## src/rtl/req_priority_encoder.sv

```systemverilog
// Sequential N-to-log2(N) priority encoder. Requests are latched into a pending
// register. One binary index is handed out per valid/ready transfer, highest
// index first, and each served bit is cleared on its transfer edge.
module req_priority_encoder #(
    parameter int unsigned N = 8,
    parameter int unsigned W = $clog2(N)
) (
    input  logic         clk,
    input  logic         rst_n,
    input  logic         enable,
    input  logic [N-1:0] req,
    output logic [W-1:0] out_code,
    input  logic         out_ready,
    output logic         out_valid,
    output logic [N-1:0] pending,
    output logic         overflow
);

    typedef enum logic [0:0] {StIdle, StPresent} state_e;

    state_e       state_q;
    logic [W-1:0] code_q;
    logic         valid_q;
    logic [N-1:0] pending_q, pending_d;
    logic         overflow_q, overflow_d;

    logic         transfer;
    logic [N-1:0] served_mask;
    logic [N-1:0] rem;
    logic [N-1:0] captured;

    // Highest set index of v. An all-zero vector returns 0, but callers only
    // use the result when v is non-zero.
    function automatic logic [W-1:0] top_index(input logic [N-1:0] v);
        logic [W-1:0] idx;
        idx = '0;
        for (int i = 0; i < N; i++) begin
            if (v[i]) idx = W'(i);
        end
        return idx;
    endfunction

    // Served-bit mask, remaining requests and next pending/overflow values.
    // rem deliberately excludes same-cycle requests, so a request arriving on a
    // transfer edge is issued no earlier than the following edge.
    always_comb begin
        transfer    = valid_q & out_ready;
        served_mask = '0;
        if (transfer) served_mask = N'(1) << code_q;
        rem         = pending_q & ~served_mask;
        captured    = enable ? req : '0;
        pending_d   = rem | captured;
        overflow_d  = |(captured & rem);
    end

    // Pending register and the one-cycle overflow pulse.
    always_ff @(posedge clk or negedge rst_n) begin
        if (!rst_n) begin
            pending_q  <= '0;
            overflow_q <= 1'b0;
        end else begin
            pending_q  <= pending_d;
            overflow_q <= overflow_d;
        end
    end

    // Presentation FSM. The code is held until its transfer edge; enable only
    // gates new issues, never an issue already presented.
    always_ff @(posedge clk or negedge rst_n) begin
        if (!rst_n) begin
            state_q <= StIdle;
            code_q  <= '0;
            valid_q <= 1'b0;
        end else begin
            case (state_q)
                StIdle: begin
                    if (enable && (pending_q != '0)) begin
                        code_q  <= top_index(pending_q);
                        valid_q <= 1'b1;
                        state_q <= StPresent;
                    end
                end
                StPresent: begin
                    if (transfer) begin
                        if (enable && (rem != '0)) begin
                            code_q <= top_index(rem);
                        end else begin
                            valid_q <= 1'b0;
                            state_q <= StIdle;
                        end
                    end
                end
                default: begin
                    valid_q <= 1'b0;
                    state_q <= StIdle;
                end
            endcase
        end
    end

    assign out_code  = code_q;
    assign out_valid = valid_q;
    assign pending   = pending_q;
    assign overflow  = overflow_q;

endmodule
```

## config.mk

```make
export PLATFORM = sky130hd
export DESIGN_NAME = req_priority_encoder
export DESIGN_NICKNAME = d
export VERILOG_FILES = /design/src/rtl/req_priority_encoder.sv
export SDC_FILE = /design/constraint.sdc
export NUM_CORES = 1
export LEC_CHECK = 0
export CAP_MARGIN = 20
export CELL_PAD_IN_SITES_DETAIL_PLACEMENT = 0
export CELL_PAD_IN_SITES_GLOBAL_PLACEMENT = 1
export CORE_ASPECT_RATIO = 1.4
export CORE_MARGIN = 4
export CORE_UTILIZATION = 30
export CTS_BUF_LIST = sky130_fd_sc_hd__clkbuf_8
export CTS_CLUSTER_SIZE = 12
export DETAILED_ROUTE_END_ITERATION = 12
export GPL_TIMING_DRIVEN = 0
export MAX_ROUTING_LAYER = met4
export PLACE_DENSITY_LB_ADDON = 0.1
export SLEW_MARGIN = 30
export SYNTH_ARGS = -nofsm -noshare
export SYNTH_HDL_FRONTEND = slang
export SYNTH_SLANG_ARGS = --single-unit
```

## constraint.sdc

```tcl
create_clock -name clk -period 2.7 [get_ports clk]
set_input_delay 0.405 -clock clk [delete_from_list [all_inputs] [get_ports clk]]
set_output_delay 0.405 -clock clk [all_outputs]
set_load 0.005 [all_outputs]
```

# After elaboration in Yosys (flattened, before gate mapping)
# Index checks and enable logic that the tools add are counted.
# classes
shift	1
mux	28
n_eq_ne	4
bitwise	6
reduce_logical	7
# op_table
cell	n
3-bit 2-to-1 mux	15
8-bit bitwise AND	2
8-bit 2-to-1 mux	2
8-bit nonzero test	2
1-bit 2-to-1 mux	8
8-bit NOT	1
8-bit OR	1
8-bit OR reduction	1
1-bit by 3-bit << shifter with 8-bit output (first input constant)	1
3-bit case mux with 2 select lines	1
3-bit AND reduction	2
2-bit by 1-bit inequality test with 1-bit output (second input constant)	2
2-bit inequality test (second input constant)	2
1-bit case mux with 2 select lines	2
1-bit logical AND	2
1-bit bitwise AND	1
1-bit NOT	1
# word_totals
reg_bits	14
in_bits	12
output_inout_bits	13

# Depth between registers and ports, before layout
# Gate-level depths: netlist (run 1).
# depth
word_depth	14
ltp_mapped	7
ltp_nobuf	6

# Least setup slack after synthesis (run 1)
# OpenSTA, ideal clock, no wires.
# synth_timing
path_kind	reg-to-reg
start	register code_q[0], in the netlist out_code[0]
end	register code_q[0], in the netlist out_code[0]
synth_period_minus_slack_ns	2.007
stages_incl_launch_ff	8
t_required_ns	2.575
arrival_time_ns	1.882
setup_slack_ns	0.693
cell_sequence	dfrtp_1 > buf_4 > inv_2 > o41ai_1 > nand2_1 > o311ai_4 > a21boi_2 > mux2_4
# synth_via
elab_chain_len	14
# synth_rtl
element	line_no	source
start: declaration	22	logic [W-1:0] code_q;
start signal: assignment	78	code_q <= top_index(pending_q);
start signal: assignment	86	code_q <= top_index(rem);
1-bit by 3-bit << shifter with 8-bit output (*)	49	if (transfer) served_mask = N'(1) << code_q;
8-bit 2-to-1 mux (*)	49	
8-bit NOT (*)	50	rem = pending_q & ~served_mask;
8-bit bitwise AND (*)	50	
1-bit 2-to-1 mux	38	if (v[i]) idx = W'(i);
3-bit 2-to-1 mux (6 in series)	38	
3-bit 2-to-1 mux	85	if (enable && (rem != '0)) begin
3-bit 2-to-1 mux	84	if (transfer) begin
3-bit case mux with 2 select lines	75	case (state_q)
# Mark *: on every way between the ends. The rest lies on a longest branch, timed or not. The select of a mux whose other input is x is not followed.
# A chain may end at the register's enable or synchronous reset.

# Final worst setup path (run 1)
# layout_timing
start	input port out_ready
end	register code_q[0], in the netlist out_code[0]
# layout_via
elab_chain_len	14
# layout_rtl
element	line_no	source
start: declaration	13	input logic out_ready,
1-bit bitwise AND (*)	47	transfer = valid_q & out_ready;
8-bit 2-to-1 mux	49	
8-bit NOT	50	
8-bit bitwise AND	50	
1-bit 2-to-1 mux	38	
3-bit 2-to-1 mux (6 in series)	38	
3-bit 2-to-1 mux	85	
3-bit 2-to-1 mux	84	
3-bit case mux with 2 select lines	75	
# Marked as above.

==> metrics.txt, run 1 <==
reg2reg end out_code[0]$_DFFE_PN0P_; family with the most delay on the worst path compound AO/OA/AOI/OAI gates; post-route clock period utilization 88.1%; Final Max Tran Viols 0; Seq/Total Area, Yosys 41.1%; RSZ-0062 raised after global routing false; syn avg cell area 9.36 um2; Diodes inserted 0; commonest non-fill, non-tap cell in the layout clkdlybuf4s50_1; root buffer cell clkbuf_8; Reg2Reg Depth 7; Vias 809; Buffers & Inverters on Critical Path 1; register bit total from synthesis 14; Yosys cell types 36; Initial Util 31.9%; GPL Wtd Cong 0.827; wirelength, routed 2300 um; layout cell share with drive strength beyond 1 14.4%; CP arrival 2.51 ns; Port Buf Inserts 24; post-DR wirelength/cell 15.0 um; number of placed I/O pins 25; worst r2r src out_code[1]$_DFFE_PN0P_; die outline area 3770 um2; Place WS -0.173 ns; hpwl dp 1820 um; Peak Freq 420 MHz; Core Util, Final 44.4%; Worst Slack Setup Final 0.321 ns; Hold WS 0.575 ns; Final setup violation count 0; clk buf depth 2; largest net degree at the start of global routing 15; GR Overflow Total 0; maximum vdd drop 0.372 mV; status finished, final reports clean; worst setup path class in -> reg; post-synth top area cell dfrtp_1; worst hold path type in -> async; CTS clock-pin slew for the worst setup and hold paths 0.06 ns; MaxCap Viol Count 0; Worst-Margin Slew 0.679 ns; YS warnings 0; initial antenna violation count 0; critical-path cell list clkdlybuf4s50_1 > nand2_2 > o41ai_1 > nand2_1 > o311ai_4 > a21boi_2 > mux2_4; slowest cell delay on critical path 0.55 ns; total chip power 1.04 mW; Worst-Skew Late Latency 0.24 ns; CTS Hold Buffers Added 0; # nets final 132; most frequent cells in the layout clkdlybuf4s50_1 (24), dfrtp_1 (14), inv_1 (10); CP Data Required Time 2.83 ns; drt first pass iters 4; top-area cell type share of the netlist area 41.1%; cell row count 22; chip width 53.0 um; synthesized cell area 852 um2; Clock Skew 0.00467 ns; Final min period 2.38 ns; Final Non-Filler Cells 154; H-Tree Depth 1; syn nets 103; placed cells 151; TritonCTS Sinks 14; Leak Pwr 0.507 nW; Remaining DRCs 0; Final Hold Viols 0; Routed Antenna Nets 0; Syn Inst Count 91; Area Overhead vs Synth 39.2%; CTS Buf Count 3; vias per cell 5.25; R2R setup slack 0.50 ns; slowest CP cell clkdlybuf4s50_1; Critical Path Start Type input port; vias in the first global route 767; Core Area 2670 um2; first-pass GRT wire length 3790 um; Worst Setup End Kind flip-flop; Slew headroom 54.6%; drt initial violations 30; CTS tree yes; CP max FO 6; Die Ht 71.1 um; Pwr Density 874 nW/um2; Tot GR Track Use 14.0%; synth top area cells dfrtp_1 (41%), o21ai_0 (4.7%), inv_1 (4.4%)
## how the worst max path moves through the flow
stage                                         end  slack, ns  depth (start not counted)                     from
final                     out_code[0]$_DFFE_PN0P_       0.32                          7                out_ready
after global routing      out_code[0]$_DFFE_PN0P_       0.14                          7                out_ready
after CTS                 out_code[0]$_DFFE_PN0P_       0.08                          7                out_ready
after detailed placement  out_code[0]$_DFFE_PN0P_      -0.17                          7                out_ready
after global placement    out_code[0]$_DFFE_PN0P_      -0.20                          7                out_ready
after floorplan           out_code[0]$_DFFE_PN0P_       0.69                          7  out_code[0]$_DFFE_PN0P_
## power breakdown
group | switching, mW | internal, mW
combinational | 0.266 | 0.246
clock | 0.0721 | 0.0986
sequential | 0.0812 | 0.272
## flip-flops by register name, indices dropped and copies added, names as in the netlist
| signal | cells |
|---|---|
| pending | 8 |
| out_valid | 1 |
| state_q | 1 |
| overflow | 1 |
| out_code | 3 |
## per-layer routing
layer	share of wire [%]	track usage, %
met1	40	16.3
met2	53	23.5
met3	5.5	2.95
met4	1.7	4.26
met5	0	-
## cells by family after synthesis
family	after synthesis	synth area share (%)
AO/OA/AOI/OAI	30	30.4
buffers and inverters	15	7.20
flip-flops	14	41.1
multiplexers	3	4.11
AND/OR/NAND/NOR	29	17.2
## timing repair
item	CTS	global route
endpoints found under the setup margin	0	1
gates resized for setup	0	1
buffers inserted	0	0
## metrics by stage
stage               TNS, ns  cell area (um2)
CTS                       0             1180
detailed placement   -0.185             1140
global route              0             1190
floorplan                 0              852
finish                    0             1190
global placement     -0.278             1140
## cells in the mapped netlist (all sizes together)
master   n
nand2   10
clkbuf   1
dfrtp   14
o22ai    3
a32oi    1
a21boi   1
a21oi    2
nor3     1
inv     12
o211ai   1
nand2b   1
nand3b   1
buf      2
a41o     1
o21ai   12
o311ai   1
o21bai   1
mux2i    2
nor2     6
a311o    1
o41a     1
mux2     1
nand3    3
o41ai    4
nor4     3
nor2b    2
nand4    2
a41oi    1
## cell type report
class | instances | area [um2]
Sequential cell | 14 | 350
Buffer | 3 | 16.3
Timing Repair Buffer | 24 | 240
Multi-Input combinational cell | 62 | 448
Inverter | 12 | 45.0
Fill cell | 284 | 1480
Clock buffer | 3 | 41.3
Tap cell | 36 | 45.0
Note: power is estimated with default switching activity, not from simulation.
==> run 2: changes to the inputs <==
Settings changed: CAP_MARGIN 20 to not set.
==> results of run 2 <==
Final layout, timing and power as in run 1 (identical DEF).
==> run 3: changes to the inputs <==
Settings changed: CORE_MARGIN 4 to 2, PLACE_DENSITY set to 0.8, PLACE_DENSITY_LB_ADDON 0.1 to not set.
==> run 3 against run 2 <==
Design area up 0.53%. Critical endpoint unchanged. Utilization up 0.23 points. Largest power group unchanged. Setup slack worse by 0.17 ns. Highest routed layer unchanged.
==> metrics.txt, run 3 (synthesized netlist as in run 1, its figures left out) <==
CTS clock-pin slew for the worst setup and hold paths 0.06 ns; Sw Share 39.1%; Seq pwr share 32.9%; Remaining DRCs 0; vias per cell 5.24; # nets final 132; root buffer cell clkbuf_8; commonest non-fill, non-tap cell in the layout clkdlybuf4s50_1; clk buf depth 2; RSZ-0062 raised after global routing false; Pwr Density 891 nW/um2; most frequent cells in the layout clkdlybuf4s50_1 (24), dfrtp_1 (14), inv_1 (10); Worst-Margin Slew 0.647 ns; Final Hold Viols 0; TritonCTS Sinks 14; internal power 0.647 mW; Clock Skew 0.00366 ns; H-Tree Depth 1; post-CTS resize count 0; Critical Path Start Type input port; chip width 49.0 um; CP Data Required Time 2.84 ns; GPL Wtd Cong 0.850; first-pass GRT wire length 3420 um; Post-CTS Setup Repair Bufs 0; Sw Pwr 0.416 mW; wirelength, routed 2260 um; Final Non-Filler Cells 155; worst setup path class in -> reg; max FFs per register 8; CP arrival 2.68 ns; Routed Antenna Nets 0; MaxCap Viol Count 0; Peak Freq 393 MHz; Final setup violation count 0; Final Max Tran Viols 0; Die Ht 67.1 um; Worst-Skew Late Latency 0.25 ns; Port Buf Inserts 24; CTS tree yes; status finished, final reports clean; post-route clock period utilization 94.3%; CTS Hold Buffers Added 0; CP max FO 6; Sum Neg Setup Slack 0 ns; cell row count 22; total chip power 1.06 mW; Layout fillers 278; Leak Pwr 0.508 nW; Initial Util 31.9%; Final min period 2.55 ns; Worst Setup End Kind flip-flop; Vias 812; number of placed I/O pins 25; placed cells 151; vias in the first global route 760; post-DR wirelength/cell 14.6 um; maximum vdd drop 0.413 mV; Diodes inserted 0; Core Area 2670 um2; combinational fraction of design power 47.2%; worst hold path type in -> async; Worst Slack Setup Final 0.153 ns; Place WS -0.152 ns; Tot GR Track Use 14.9%; drt first pass iters 4; largest net degree at the start of global routing 15; Area Overhead vs Synth 39.9%; drt initial violations 24; CTS Buf Count 3; die outline area 3290 um2; hpwl dp 1770 um; Clock Power Share 19.9%; GR Overflow Total 0; Slew headroom 56.3%; initial antenna violation count 0; layout cell share with drive strength beyond 1 14.3%
[run 3: cell types whose count changed in the layout (fill, tap and decap cells not counted)]
cell      before  now
o41ai_2        2    1
o41ai_1        1    2
clkbuf_8       3    4
[run 3: worst max-delay path: stages]
cell and delay [ns]:
clkdlybuf4s50_1 0.57, nand2_2 0.15, o41ai_1 0.57, nand2_1 0.22, o311ai_4 0.31, a21boi_2 0.15
mux2_4 0.31
[run 3: per-stage QoR]
stage               hold slack [ns]  instance area, um2  util, %
floorplan                     0.109                 852        -
global route                  0.608                1190     44.7
CTS                           0.581                1190     44.7
global placement              0.616                1140     42.6
finish                        0.546                1190     44.7
detailed placement            0.635                1140     42.6
[run 3: area by class of cell]
| cell class | count | area, um2 | area share (%) |
|---|---|---|---|
| Buffer | 3 | 16.3 | 1.36 |
| Clock buffer | 4 | 55.1 | 4.62 |
| Inverter | 12 | 45.0 | 3.78 |
| Multi-Input combinational cell | 62 | 440 | 36.9 |
| Sequential cell | 14 | 350 | 29.4 |
| Tap cell | 36 | 45.0 | 3.78 |
| Timing Repair Buffer | 24 | 240 | 20.1 |
[run 3: power by group through the flow]
| stage | logic, mW | registers [mW] | clock network, mW |
|---|---|---|---|
| after floorplan | 0.306 | 0.343 | 0 |
| after global placement | 0.498 | 0.351 | 0 |
| after detailed placement | 0.501 | 0.353 | 0 |
| after CTS | 0.504 | 0.350 | 0.215 |
| after global routing | 0.543 | 0.362 | 0.226 |
| final | 0.502 | 0.350 | 0.212 |
[run 3: metal layers]
layer / global-route usage, % / vias to the layer above / share of wire (%)
met5: - / - / 0
met1: 13.7 / 370 / 39
li1: - / 390 / -
met4: 12.9 / 0 / 6.1
met3: 2.69 / 12 / 5.4
met2: 26.7 / 40 / 50
[run 3: worst paths after layout]
| check | from | endpoint | slack [ns] | cells after the start |
|---|---|---|---|---|
| worst max-delay path | out_ready | out_code[0]$_DFFE_PN0P_ | 0.15 | 7 |
| worst min register to register | pending[2]$_DFF_PN0_ | pending[2]$_DFF_PN0_ | 0.63 | 2 |
| max in group asynchronous | rst_n | pending[1]$_DFF_PN0_ | 1.74 | 1 |
| min in group clk | pending[2]$_DFF_PN0_ | pending[2]$_DFF_PN0_ | 0.63 | 2 |
| worst min-delay path | rst_n | overflow$_DFF_PN0_ | 0.55 | 1 |
| worst max register to register | out_valid$_DFFE_PN0P_ | out_code[0]$_DFFE_PN0P_ | 0.40 | 6 |
